<file path="src/rtl/serial_sub8_pkg.sv">
// Shared definitions for the bit-serial subtractor: FSM encoding, default width
// and the full-adder constants used to turn an adder into a subtractor.
package serial_sub8_pkg;

  // Operand/result width used when the parent does not override it.
  localparam int unsigned DefaultWidth = 8;

  // Carry-in that makes a + ~b + carry equal a - b when there is no borrow-in.
  localparam logic SubCarryNoBorrow = 1'b1;

  typedef enum logic [1:0] {
    StIdle = 2'd0,
    StRun  = 2'd1,
    StDone = 2'd2
  } state_e;

endpackage

</file>
<file path="src/rtl/fulladder.sv">
// One-bit full-adder cell.
module fulladder (
  output logic sum,
  output logic cout,
  input  logic a,
  input  logic b,
  input  logic cin
);

  assign sum  = a ^ b ^ cin;
  assign cout = (a & b) | (a & cin) | (b & cin);

endmodule

</file>
<file path="src/rtl/serial_sub8.sv">
// Bit-serial subtractor: computes a - b - bin one bit per cycle, LSB first,
// through a single full-adder cell with the subtrahend bit inverted.
module serial_sub8
  import serial_sub8_pkg::*;
#(
  parameter int unsigned n = DefaultWidth
) (
  input  logic         clk,
  input  logic         rst_n,
  input  logic         start,
  input  logic [n-1:0] a,
  input  logic [n-1:0] b,
  input  logic         bin,
  output logic         busy,
  output logic         done,
  output logic [n-1:0] diff,
  output logic         bout,
  output logic         ovf
);

  // Counter holds 0..n inclusive, so it never wraps within one operation.
  localparam int unsigned CntW = $clog2(n + 1);
  localparam logic [CntW-1:0] LastCnt = CntW'(n - 1);

  state_e          state_q;
  logic [n-1:0]    a_sh_q;
  logic [n-1:0]    b_sh_q;
  logic [n-1:0]    res_sh_q;
  logic [n-1:0]    diff_q;
  logic [CntW-1:0] cnt_q;
  logic            carry_q;
  logic            busy_q;
  logic            done_q;
  logic            bout_q;
  logic            ovf_q;

  logic            b_inv;
  logic            fa_sum;
  logic            fa_cout;
  logic [n-1:0]    res_next;

  assign b_inv = ~b_sh_q[0];

  fulladder u_fa (
    .sum  (fa_sum),
    .cout (fa_cout),
    .a    (a_sh_q[0]),
    .b    (b_inv),
    .cin  (carry_q)
  );

  // Result register after shifting in the current sum bit at the MSB.
  always_comb begin
    res_next = {fa_sum, res_sh_q[n-1:1]};
  end

  // FSM, operand/result shift registers, bit counter and registered outputs.
  // diff is a shadow of the shift register, updated only on the last bit.
  always_ff @(posedge clk or negedge rst_n) begin
    if (!rst_n) begin
      state_q  <= StIdle;
      a_sh_q   <= '0;
      b_sh_q   <= '0;
      res_sh_q <= '0;
      diff_q   <= '0;
      cnt_q    <= '0;
      carry_q  <= 1'b0;
      busy_q   <= 1'b0;
      done_q   <= 1'b0;
      bout_q   <= 1'b0;
      ovf_q    <= 1'b0;
    end else begin
      unique case (state_q)
        StIdle: begin
          if (start) begin
            a_sh_q  <= a;
            b_sh_q  <= b;
            carry_q <= SubCarryNoBorrow ^ bin;
            cnt_q   <= '0;
            busy_q  <= 1'b1;
            state_q <= StRun;
          end
        end
        StRun: begin
          a_sh_q   <= a_sh_q >> 1;
          b_sh_q   <= b_sh_q >> 1;
          res_sh_q <= res_next;
          carry_q  <= fa_cout;
          cnt_q    <= cnt_q + CntW'(1);
          if (cnt_q == LastCnt) begin
            // Bit 0 of the operand shifters is now the captured MSB.
            diff_q  <= res_next;
            bout_q  <= ~fa_cout;
            ovf_q   <= (a_sh_q[0] != b_sh_q[0]) && (fa_sum != a_sh_q[0]);
            busy_q  <= 1'b0;
            done_q  <= 1'b1;
            state_q <= StDone;
          end
        end
        StDone: begin
          done_q  <= 1'b0;
          state_q <= StIdle;
        end
        default: begin
          busy_q  <= 1'b0;
          done_q  <= 1'b0;
          state_q <= StIdle;
        end
      endcase
    end
  end

  assign busy = busy_q;
  assign done = done_q;
  assign diff = diff_q;
  assign bout = bout_q;
  assign ovf  = ovf_q;

endmodule

</file>
<file path="config.mk">
export PLATFORM = sky130hd
export DESIGN_NAME = serial_sub8
export DESIGN_NICKNAME = d
export VERILOG_FILES = /design/src/rtl/serial_sub8_pkg.sv /design/src/rtl/fulladder.sv /design/src/rtl/serial_sub8.sv
export SDC_FILE = /design/constraint.sdc
export NUM_CORES = 1
export LEC_CHECK = 0
export CELL_PAD_IN_SITES_DETAIL_PLACEMENT = 0
export CELL_PAD_IN_SITES_GLOBAL_PLACEMENT = 1
export CORE_ASPECT_RATIO = 1.1
export CORE_MARGIN = 3
export CORE_UTILIZATION = 37
export CTS_CLUSTER_SIZE = 12
export DETAILED_ROUTE_END_ITERATION = 16
export PLACE_DENSITY_LB_ADDON = 0.1
export REMOVE_ABC_BUFFERS = 1
export SYNTH_ARGS = -nofsm -noshare
export SYNTH_HDL_FRONTEND = slang
export SYNTH_SLANG_ARGS = --single-unit
</file>
<file path="constraint.sdc">
create_clock -name clk -period 1.71 [get_ports clk]
set_clock_uncertainty 0.15 [all_clocks]
set_input_delay 0.4275 -clock clk [delete_from_list [all_inputs] [get_ports clk]]
set_output_delay 0.4275 -clock clk [all_outputs]
set_load 0.02 [all_outputs]
</file>
==> run summary <==
Pwr dens - 1720 mW/mm2
Clock sink count - 42
GRT overflow - 0
Worst slew pin tran - 314 ps
IO Count - 32
Die Y - 80.8 um
Remaining antenna violation count after routing - 0
Worst skew pair latency - 290 ps
CP max stage delay - 570 ps
TritonCTS clock tree - built
Largest net degree at the start of global routing - 43
Grt met2 use - 0.258
Met1 usage - 0.188
Avg Cell Area, Syn - 10.8 um2
Fin. max-slew vios - 0
Port bufs - 31
Tot Pwr - 0.00420 W
Root Driver - clkbuf_8
Initial antenna violation count - 0
GPL Wtd Cong - 0.810
Post-DP HPWL - 2.66 mm
GRT Util Overall - 0.152
Critical-path top delay cell - fa_1
Maximum VDD drop - 0.557 mV
Syn Inst Count - 174
Wire per inst - 14.4 um
Net count, final - 245
Sequential-to-total area share from yosys stat - 0.559
Ant diodes - 0
Die Width - 74.0 um
Drt pass-1 iters - 4
CP required - 1740 ps
Area delta synth->final - 30.0%
Pleak - 1.14 nW
RSZ-0062 raised after global routing - true
GRT busiest layer - met2
Period utilization - 0.983
Setup violators final - 0
First-pass GRT wire length - 6.84 mm
Top cell type's share of synthesized area - 0.559
Min Tclk post-route - 1680 ps
TritonCTS Buffers - 5
Worst Setup Start Kind - flop
Slew HR - 0.788
Critical path cell sequence - fa_1 -> xor2_1 -> nor2_1 -> mux2_4
DRT iter0 DRCs - 48
Routing usage on met3 - 0.0260
DRC - 0
Critical-path maximum fanout - 2
Vias - 1394
Vias in the first global route - 1474
Reg clk slew, reported paths - 70 ps
Area of the core - 0.00478 mm2
Layout cell share with drive strength beyond 1 - 0.180
H-tree Lvls - 2
Clk buf depth - 2
Biggest area consumer among synthesized cells - dfrtp_1
Type of the worst min-delay path - reg2reg
Final Hold Vio Count - 0
Initial Utilization - 0.393
Max Clock Freq - 595 MHz
Top post-synthesis cells by area - dfrtp_1 (56%), nand2_1 (6.4%), a22oi_1 (5.6%), mux2_4 (5.6%), o21ai_0 (5.3%)
Routed wire length - 3.99 mm
Worst Setup End Kind - flop
Maxcap violations - 0
Synth cell types - 32
Setup CP Type - reg2reg
Row cnt - 26
Number of synthesized register bits - 42
Die area - 0.00597 mm2
Syn Std Cell Area - 0.00188 mm2
Fin util - 0.511
Vias per std cell - 5.01
CP arrival - 1710 ps
Ys Warns - 0
Status - complete, no violations
-- power by group --
| part | internal, W | switching [W] |
|---|---|---|
| registers | 0.00142 | 0.000258 |
| logic | 0.000965 | 0.000963 |
| clock network | 0.000281 | 0.000307 |
| total | 0.00267 | 0.00153 |
-- routing by layer --
metal  vias up  share of wire
met4         0          0.016
met1       663           0.44
met3         6          0.036
met2        32           0.51
met5         -              0
li1        693              -
-- flip-flops by register name, summed over array words and instances (netlist names) --
register and count:
bout 1, state_q 2, a_sh_q 8, b_sh_q 8, busy 1, diff 8, cnt_q 4, ovf 1
done 1, res_sh_q 7, carry_q 1
-- what timing repair did --
action,in CTS,in global routing
buffers inserted,3,1
pin swaps,1,2
endpoints found under the setup margin,14,10
hold buffers,1,0
cloned,1,0
hold endpoints to repair,42,0
resized for setup,12,3
-- cells in the final DEF, fill, tap and decap left out, types with 8 or more instances in the layout --
master | netlist | final
clkdlybuf4s50_1 | 0 | 18
nand2_1 | 32 | 32
o21ai_0 | 20 | 20
buf_4 | 0 | 17
dfrtp_1 | 42 | 42
a21oi_1 | 8 | 8
dlygate4sd2_1 | 0 | 12
a22oi_1 | 14 | 14
-- stage by stage --
step / setup TNS, ps / setup slack [ps] / cells / hold slack [ps] / instance area, um2
2_1_floorplan: -386 / -70.6 / 163 / -18.1 / 1820
3_3_place_gp: -1000 / -106 / 265 / 269 / 2330
3_5_place_dp: -1830 / -136 / 265 / 271 / 2330
4_1_cts: 0 / 23.0 / 277 / 342 / 2430
5_1_grt: -58.1 / -58.1 / 278 / 370 / 2440
6_report: 0 / 29.2 / 278 / 337 / 2440
-- layout make-up --
cell class / count / area, um2
Inverter: 7 / 26.3
Multi-Input combinational cell: 115 / 753
Sequential cell: 42 / 1050
Tap cell: 56 / 70.1
Fill cell: 436 / 2340
Timing Repair Buffer: 51 / 468
Clock buffer: 7 / 76.3
-- critical path, delay by kind of cell, from the launching register on --
family                     cells  cell delay [ps]
xor gates and xnor gates       1              140
and+or+nand+nor                1               50
muxes                          1              250
DFF                            1              400
adders and majority gates      1              570
-- kinds of logic after synthesis --
kind of cell,share of synthesized area
muxes,0.0732
adders and majority gates,0.0240
buffers and inverters,0.0472
DFF,0.559
and+or+nand+nor,0.122
xor gates and xnor gates,0.00466
AOI/OAI and AO/OA,0.170
-- synthesized netlist by cell type (all sizes together) --
master   number
a21o          1
a21oi         8
a22o          1
a22oi        14
a2bb2oi       2
a31oi         1
a32o          1
and2          2
and2b         1
and3b         1
buf           5
clkbuf        6
dfrtp        42
fa            1
ha            2
inv           7
mux2          9
mux2i         1
nand2        32
nand2b        1
nand3         2
nor2          2
nor2b         7
nor3b         1
o21a          1
o21ai        20
o21bai        1
o311ai        1
xor2          1
-- final timing paths --
path | from | to | slack, ps | cells past startpoint
setup / recovery | b_sh_q[0] | ovf | 30 | 4
hold / removal | res_sh_q[1] | res_sh_q[1] | 340 | 2
setup reg to reg | b_sh_q[0] | ovf | 30 | 4
hold reg to reg | res_sh_q[1] | res_sh_q[1] | 340 | 2
max in group asynchronous | rst_n | diff[7] | 720 | 3
min in group asynchronous | rst_n | diff[0] | 500 | 3
No activity file was read; power rests on OpenSTA's default activity.
